$ cat src/rtl/zjh_cmp_pkg.sv
// Shared types and helpers for the round-robin comparator scheduler.
package zjh_cmp_pkg;

    localparam int unsigned WIDTH_DEF = 8;
    localparam int unsigned CNT_W     = 4;

    typedef enum logic {
        ST_IDLE   = 1'b0,
        ST_SETTLE = 1'b1
    } state_e;

    typedef struct packed {
        logic eq;
        logic gt;
        logic lt;
    } cmp_res_t;

    // Index width for n requesters, never narrower than one bit.
    function automatic int unsigned idx_w(input int unsigned n);
        return (n < 2) ? 1 : $clog2(n);
    endfunction

endpackage

$ cat src/rtl/zjh_rr_arb.sv
// Combinational round-robin pick: first set request after ptr_i, with wrap.
module zjh_rr_arb
    import zjh_cmp_pkg::*;
#(
    parameter int unsigned NREQ = 4
) (
    input  logic [NREQ-1:0]        req_i,
    input  logic [idx_w(NREQ)-1:0] ptr_i,
    output logic [NREQ-1:0]        gnt_c,
    output logic [idx_w(NREQ)-1:0] idx_c,
    output logic                   any_c
);

    localparam int unsigned IW = idx_w(NREQ);

    logic [IW-1:0] k_idx;

    // Scan from the farthest slot back toward ptr+1 so the nearest hit is the final winner.
    always_comb begin
        int k;
        k     = 0;
        k_idx = '0;
        gnt_c = '0;
        idx_c = '0;
        any_c = 1'b0;
        for (int off = int'(NREQ); off >= 1; off--) begin
            k = int'(ptr_i) + off;
            if (k >= int'(NREQ)) begin
                k = k - int'(NREQ);
            end
            k_idx = IW'(k);
            if (req_i[k_idx]) begin
                gnt_c        = '0;
                gnt_c[k_idx] = 1'b1;
                idx_c        = k_idx;
                any_c        = 1'b1;
            end
        end
    end

endmodule

$ cat src/rtl/zjh_cmp_sched.sv
// Round-robin scheduler sharing one external magnitude comparator among NREQ requesters.
// Optional flag-consistency check (sticky Err) is built only when ZJH_CMP_CHECK_EN is defined.
module zjh_cmp_sched
    import zjh_cmp_pkg::*;
#(
    parameter int unsigned NREQ   = 4,
    parameter int unsigned WIDTH  = WIDTH_DEF,
    parameter int unsigned SETTLE = 1
) (
    input  logic                   Clock,
    input  logic                   Sclr,
    input  logic [NREQ-1:0]        Req,
    input  logic [NREQ*WIDTH-1:0]  ReqA,
    input  logic [NREQ*WIDTH-1:0]  ReqB,
    output logic [NREQ-1:0]        Gnt,
    output logic [WIDTH-1:0]       CmpA,
    output logic [WIDTH-1:0]       CmpB,
    input  logic                   AEB,
    input  logic                   AGB,
    input  logic                   ALB,
    output logic                   Done,
    output logic [idx_w(NREQ)-1:0] DoneId,
    output logic                   ResEQ,
    output logic                   ResGT,
    output logic                   ResLT,
    output logic                   Busy,
    output logic                   Err
);

    localparam int unsigned IW = idx_w(NREQ);

    state_e           state_q, state_d;
    logic [IW-1:0]    ptr_q, ptr_d;
    logic [IW-1:0]    tag_q, tag_d;
    logic [IW-1:0]    doneid_q, doneid_d;
    logic [CNT_W-1:0] cnt_q, cnt_d;
    logic [WIDTH-1:0] cmpa_q, cmpa_d;
    logic [WIDTH-1:0] cmpb_q, cmpb_d;
    logic             done_q, done_d;
    logic             busy_q, busy_d;
    cmp_res_t         res_q, res_d;
    cmp_res_t         flags_c;

    logic [WIDTH-1:0] opa_c [NREQ];
    logic [WIDTH-1:0] opb_c [NREQ];

    logic [NREQ-1:0]  arb_gnt_c;
    logic [IW-1:0]    arb_idx_c;
    logic             arb_any_c;

    for (genvar g = 0; g < NREQ; g++) begin : g_unpack
        assign opa_c[g] = ReqA[g*WIDTH +: WIDTH];
        assign opb_c[g] = ReqB[g*WIDTH +: WIDTH];
    end

    assign flags_c = {AEB, AGB, ALB};

    zjh_rr_arb #(
        .NREQ (NREQ)
    ) u_arb (
        .req_i (Req),
        .ptr_i (ptr_q),
        .gnt_c (arb_gnt_c),
        .idx_c (arb_idx_c),
        .any_c (arb_any_c)
    );

    // Next-state and combinational grant.
    always_comb begin
        state_d  = state_q;
        ptr_d    = ptr_q;
        tag_d    = tag_q;
        cnt_d    = cnt_q;
        cmpa_d   = cmpa_q;
        cmpb_d   = cmpb_q;
        doneid_d = doneid_q;
        res_d    = res_q;
        done_d   = 1'b0;
        busy_d   = 1'b0;
        Gnt      = '0;
        case (state_q)
            ST_IDLE: begin
                Gnt = arb_gnt_c;
                if (arb_any_c) begin
                    cmpa_d  = opa_c[arb_idx_c];
                    cmpb_d  = opb_c[arb_idx_c];
                    ptr_d   = arb_idx_c;
                    tag_d   = arb_idx_c;
                    cnt_d   = CNT_W'(SETTLE);
                    busy_d  = 1'b1;
                    state_d = ST_SETTLE;
                end
            end
            ST_SETTLE: begin
                cnt_d  = cnt_q - CNT_W'(1);
                busy_d = 1'b1;
                if (cnt_q == CNT_W'(1)) begin
                    res_d    = flags_c;
                    doneid_d = tag_q;
                    done_d   = 1'b1;
                    busy_d   = 1'b0;
                    state_d  = ST_IDLE;
                end
            end
            default: begin
                state_d = ST_IDLE;
            end
        endcase
        if (Sclr) begin
            Gnt = '0;
        end
    end

    always_ff @(posedge Clock) begin
        if (Sclr) begin
            state_q  <= ST_IDLE;
            ptr_q    <= IW'(NREQ - 1);
            tag_q    <= '0;
            cnt_q    <= '0;
            cmpa_q   <= '0;
            cmpb_q   <= '0;
            doneid_q <= '0;
            res_q    <= '0;
            done_q   <= 1'b0;
            busy_q   <= 1'b0;
        end else begin
            state_q  <= state_d;
            ptr_q    <= ptr_d;
            tag_q    <= tag_d;
            cnt_q    <= cnt_d;
            cmpa_q   <= cmpa_d;
            cmpb_q   <= cmpb_d;
            doneid_q <= doneid_d;
            res_q    <= res_d;
            done_q   <= done_d;
            busy_q   <= busy_d;
        end
    end

`ifdef ZJH_CMP_CHECK_EN
    logic sample_c;
    logic err_q;

    assign sample_c = (state_q == ST_SETTLE) && (cnt_q == CNT_W'(1));

    // Flags must be exactly one-hot whenever they are sampled.
    always_ff @(posedge Clock) begin
        if (Sclr) begin
            err_q <= 1'b0;
        end else if (sample_c && !$onehot({AEB, AGB, ALB})) begin
            err_q <= 1'b1;
        end
    end

    assign Err = err_q;
`else
    assign Err = 1'b0;
`endif

    assign CmpA   = cmpa_q;
    assign CmpB   = cmpb_q;
    assign Done   = done_q;
    assign DoneId = doneid_q;
    assign ResEQ  = res_q.eq;
    assign ResGT  = res_q.gt;
    assign ResLT  = res_q.lt;
    assign Busy   = busy_q;

endmodule
$ cat config.mk
export PLATFORM = sky130hd
export DESIGN_NAME = zjh_cmp_sched
export DESIGN_NICKNAME = d
export VERILOG_FILES = /design/src/rtl/zjh_cmp_pkg.sv /design/src/rtl/zjh_rr_arb.sv /design/src/rtl/zjh_cmp_sched.sv
export SDC_FILE = /design/constraint.sdc
export NUM_CORES = 1
export LEC_CHECK = 0
export CORE_MARGIN = 3
export CORE_UTILIZATION = 36
export CTS_BUF_LIST = sky130_fd_sc_hd__clkbuf_8
export DETAILED_ROUTE_END_ITERATION = 16
export PLACE_DENSITY_LB_ADDON = 0.2
export SYNTH_ARGS = -nofsm -noshare
export SYNTH_HDL_FRONTEND = slang
export SYNTH_HIERARCHICAL = 1
export SYNTH_SLANG_ARGS = --single-unit
$ cat constraint.sdc
create_clock -name Clock -period 7.2 [get_ports Clock]
set_input_delay 0.72 -clock Clock [delete_from_list [all_inputs] [get_ports Clock]]
set_output_delay 0.72 -clock Clock [all_outputs]
set_load 0.01 [all_outputs]
[Word-level counts from Yosys, hierarchy flattened]
Cells that the tools add are included.
Storage, ports and cells
  register bits: 31
  bits in latches: 0
  bits in writable memories: 0
  memory bits (read-only): 0
  bits of input ports: 73
  output and inout port bits: 28
  word-level logic and storage cells: 90
  memories kept: 0
Cells by class
  add/subtract/negate cells: 9
  $mul: 0
  div/mod/pow operators: 0
  magnitude comparators: 13
  eq/ne operators: 2
  shifts and indexed selects: 0
  muxes and demuxes: 46
  bitwise logic cells: 2
  reductions and logical operators: 7
Operators with widths (count)
  $bmux 8 s2: 2
  $mux 8: 4
  $mux 4: 7
  $mux 2: 8
  $mux 1: 15
  $ge 3x3->1 const B: 4
  $lt 2x3->1 const B: 4
  $bmux 1 s2: 4
  $demux 1 s2: 4
  $ge 2x1->1 const B: 4
  $pmux 4 s2: 1
  $sub 2x1->2 const B: 4
  $add 2x2->3 const B: 2
  $add 2x3->4 const B: 1
  $eq 4x1->1 const B: 1
  $ge 4x3->1 const B: 1
  $logic_and 1x1->1: 4
  $reduce_and 2->1: 2
  $sub 4x1->4 const B: 1
  $add 2x1->3 const B: 1
  $not 2->3: 1
  $ne 2x2->1 const B: 1
  $pmux 1 s2: 1
  $reduce_or 2->1: 1
  $not 1->1: 1

[Longest topological paths before layout]
  depth in word-level cells: 13
  mapped depth: 13
  mapped depth without buffers: 9

[Hierarchy]
The synthesis kept the hierarchy.
By module, submodules not included
  zjh_cmp_sched: instances 1, cells each 155, area an instance 1574.0 um^2, seq. area each 620.6 um^2
  zjh_rr_arb: instances 1, cells each 80, area an instance 600.6 um^2, seq. area each 0.0 um^2

[Worst setup path before layout]
No wires, ideal clock.
  path kind: flip-flop to output port
  start point: register ptr_q[0]
  end point: output Gnt[3]
  data arrival time: 2.166 ns
  data required time: 6.480 ns
  setup slack: 4.314 ns
  cell stages (with the launch flop): 10
  buffers on the path: 2
  path through: dfxtp_1 > buf_6 > inv_1 > ha_1 > buf_6 > mux2i_1 > o22ai_2 > a2111oi_2 > o2bb2ai_1 > and2_1
Between the ends
  cells in the longest elaborated chain, start to end: 13
  elaborated cells between the ends (all ways): 50
  classes of those cells: add/sub: 8; order compare: 12; mux: 26; reduce/logical: 4
RTL lines
  from (decl): RTL line zjh_cmp_sched.sv:33  | logic [IW-1:0] ptr_q, ptr_d;
  from (signal assigned): RTL line zjh_cmp_sched.sv:117  | ptr_q <= IW'(NREQ - 1);
  from (signal assigned): RTL line zjh_cmp_sched.sv:128  | ptr_q <= ptr_d;
  $add 2x3->4: RTL line zjh_rr_arb.sv:27  | k = int'(ptr_i) + off;
  $ge 4x3->1 / $sub 2x1->2 (equally long branches): RTL line zjh_rr_arb.sv:28, zjh_rr_arb.sv:29
  $mux 2: RTL line zjh_rr_arb.sv:28  | if (k >= int'(NREQ)) begin
  $lt 2x3->1 (implied by the code) / $ge 2x1->1 (equally long branches): RTL line zjh_rr_arb.sv:34  | gnt_c[k_idx] = 1'b1;
  $logic_and 1x1->1 (implied by the code): RTL line zjh_rr_arb.sv:34
  $mux 1 (implied by the code): RTL line zjh_rr_arb.sv:34
  $demux 1 s2
  $mux 4 (3 in series): RTL line zjh_rr_arb.sv:32  | if (req_i[k_idx]) begin
  $mux 4 *: RTL line zjh_rr_arb.sv:32
  net arb_gnt_c[3]: RTL line zjh_cmp_sched.sv:47  | logic [NREQ-1:0] arb_gnt_c;
  $mux 4 *: RTL line zjh_cmp_sched.sv:81  | case (state_q)
  $mux 4 *: RTL line zjh_cmp_sched.sv:109  | if (Sclr) begin
  to (decl): RTL line zjh_cmp_sched.sv:15  | output logic [NREQ-1:0] Gnt,
Mark *: on every way through the listed nets, which the timed path passes. The rest lies on a longest branch. The select of a mux whose other input is x is not followed.

[Final worst setup path]
Ends and elaborated chain as after synthesis.

==> run_results.csv <==
group,metric,value,unit
setup_path,path_class,"reg -> out",
pwr,p_sw,193.8,uW
placement,dpl_cell_area,3138,um2
die,start_util,38.32,%
finish,fin_area,3226,um2
clocking,tritoncts,"built",
global_route,grt_antenna_before_repair,0,
drt,wl_per_cell,14.04,um
finish,final_cells,394,
pwr,ir_worst_vdd,0.1111,mV
drt,route.vias.total,2032,
drt,viasPerCell,5.157,
pwr,switching_share,31.54,%
pwr,p_per_area,190.5,nW/um2
die,fp.dieW,83.72,um
die,core-area,5675,um2
yosys,synth.distinct_cells,45,
timing,tightest_slew,1063,ps
clocking,cts.clk_slew.worst_paths,60,ps
finish,drive_above_1_share,8.075,%
yosys,synth.cell_area,2175,um2
setup_path,ff2ff_setup_slack,3250,ps
min_path,hold_depth,2,
yosys,synthSimpleGateAreaFrac,18.24,%
clocking,clockBufferDepth,2,
timing,setup_viol,0,
die,fp-row-count,27,
pwr,p_comb_share,43.2,%
drt,drc,0,
finish,syn_to_final_growth,48.33,%
timing,finalCritPeriodShare,59.78,%
global_route,grt_first_pass_wirelength,9515,um
setup_path,critPathMaxFanout,27,
yosys,synthXorXnorAreaFrac,0,%
global_route,grt_usage,16.57,%
timing,clock_skew,4.980,ps
clocking,post_cts_resized,0,
yosys,synthMuxAreaShare,22.55,%
timing,max_freq,232.3,MHz
setup_path,required,6480,ps
pwr,p_leak,1.201,nW
placement,hpwl,4213,um
global_route,grt-ovfl-total,0,
finish,fin_util,56.83,%
timing,holdWs,452.0,ps
min_path,min_from,"CmpB[4]",
yosys,yosysSeqAreaShare,28.54,%
clocking,h-tree-depth,2,
run,drv_cap,0,
drt,dr.pass1.iters,4,
yosys,synth-compound-area-share,18.07,%
drt,drt_iter0_markers,89,
min_path,hold_class,"reg -> reg",
die,die_h,83.72,um
setup_path,ff2ff_path_depth,8,
placement,post-place-ws,3202,ps
yosys,ys_warn_count,6,
timing,min_period,4304,ps
setup_path,arrival,3580,ps
finish,diodes,0,
yosys,ys_seq_elements,31,
timing,rsz0062_at_grt,"false",
global_route,grt_max_degree,28,
timing,fin_ws,2896,ps
yosys,synth_top_family_by_area,"multiplexers",
clocking,clk_latency,280,ps
pwr,finalPower,614.4,uW
timing,hold_violations,0,
clocking,post_cts_buffers,0,
timing,drv_slew,0,
setup_path,cp-start-kind,"flip-flop",
yosys,syn_nets,316,
clocking,cts_root_buffer,"clkbuf_8",
pwr,seq_power_share,34.6,%
yosys,async_reset_ff_share,0,%
pwr,p_int,420.7,uW
yosys,synth_edf_count,0,
placement,io_buffers,99,
die,fp.dieArea,7009,um2
clocking,hold_buffers,0,
clocking,clock_sinks,31,
placement,dpl.cell_count,387,
drt,totalWireLength,5532,um
setup_path,end_kind,"output port",
yosys,synthAdderAreaFrac,4.603,%
pwr,pwr-share-clk,22.2,%
setup_path,rr_endpoint,"CmpB[3]",
timing,tns,0,ps
die,pin_count,101,
yosys,synth_cells,235,
finish,nets,403,
placement,place_congestion,0.8677,
clocking,cts_buffers,5,
setup_path,rr_startpoint,"ptr_q[0]",
drt,antenna_left,0,
min_path,holdPathEnd,"CmpB[4]",
timing,slew_headroom,29.13,%
status,run_status,"complete, no violations",
yosys,avgSynthCellArea,9.254,um2
yosys,synth_flop_cell,"dfxtp_1",
global_route,grt_pass1_vias,1978,
[power groups by stage]
stage                     Sequential [mW]  Clock [mW]  Combinational [mW]
after CTS                           0.212       0.142               0.269
final                               0.212       0.137               0.266
after detailed placement            0.216           0               0.268
after global routing                0.216       0.150               0.294
after floorplan                     0.214           0               0.180
after global placement              0.215           0               0.267
[flip-flops by register name (all words and copies together) (netlist names), 2 cells and up]
signal / cells
tag_q: 2
cnt_q: 4
ptr_q: 2
DoneId: 2
CmpA: 8
CmpB: 8
[critical path: stages (launching register included)]
cell and delay, ps:
dfxtp_1 940, inv_1 200, ha_1 540, mux2i_1 410, o22ai_2 150, a2111oi_2 370, o2bb2ai_1 100, and2_1 140
clkdlybuf4s50_1 470
[area by class of cell]
class	count	area, um2
multi-input cells	179	1406
clock inverters	1	5.005
fillers	523	2450
flip-flops and latches	31	620.6
inverters	4	15.01
well taps	72	90.09
clock buffers	6	82.58
repair buffers	101	1006
[cells by family after synthesis]
group / after synthesis
mux: 25
simple gates: 85
other cells: 1
flops: 31
buf+inv: 25
fa+ha+maj: 8
compound gates: 60
[worst max-delay path by stage]
| stage | startpoint | slack [ps] | cells after the start | end |
|---|---|---|---|---|
| floorplan | ptr_q[0] | 4310 | 9 | Gnt[3] |
| global placement | ptr_q[0] | 3280 | 8 | Gnt[3] |
| detailed placement | ptr_q[0] | 3200 | 8 | Gnt[3] |
| CTS | ptr_q[0] | 2880 | 8 | Gnt[3] |
| global route | ptr_q[0] | 2650 | 8 | Gnt[3] |
| finish | ptr_q[0] | 2900 | 8 | Gnt[3] |
[Yosys cell counts (all sizes together), types with 2 or more instances]
library cell,number,area [um2]
o22ai,7,50.05
clkbuf,8,41.28
o21ai,4,20.02
nand3b,2,15.01
buf,13,113.9
o31a,2,17.52
nor3,4,20.02
a21oi,27,135.1
o2bb2ai,4,35.03
dfxtp,31,620.6
nor2b,3,18.77
and2,4,25.02
nand2b,7,43.79
inv,4,15.01
nand2,44,165.2
ha,8,100.1
nor3b,2,15.01
nand4,2,12.51
a211oi,4,30.03
mux2,2,26.27
mux2i,7,77.58
mux4,16,386.6
nor2,13,48.80
a22o,5,43.79
[routing by layer]
metal	share of wire, %	track usage (%)	vias up
met5	0	0	-
met1	42	19.82	917
met4	1.1	4.386	0
li1	-	-	1036
met2	50	28.78	72
met3	7.0	5.035	7
[layout by cell type, fill, tap and decap left out, types with 2 or more instances in the layout]
cell and n:
o22ai_1 6, and2_1 4, a22o_1 5, o31a_1 2, clkdlybuf4s50_1 99, mux4_1 7
o2bb2ai_1 4, nor2_1 13, a211oi_1 4, nor2b_1 3, clkbuf_8 6, o21ai_0 4
nor3b_1 2, nand2_1 44, mux2i_2 2, nand4_1 2, ha_1 8, mux4_2 9
dfxtp_1 31, inv_1 4, mux2i_1 5, a21oi_1 26, nor3_1 4, buf_4 2
nand3b_1 2, nand2b_1 7
(Power assumes the default switching activity.)
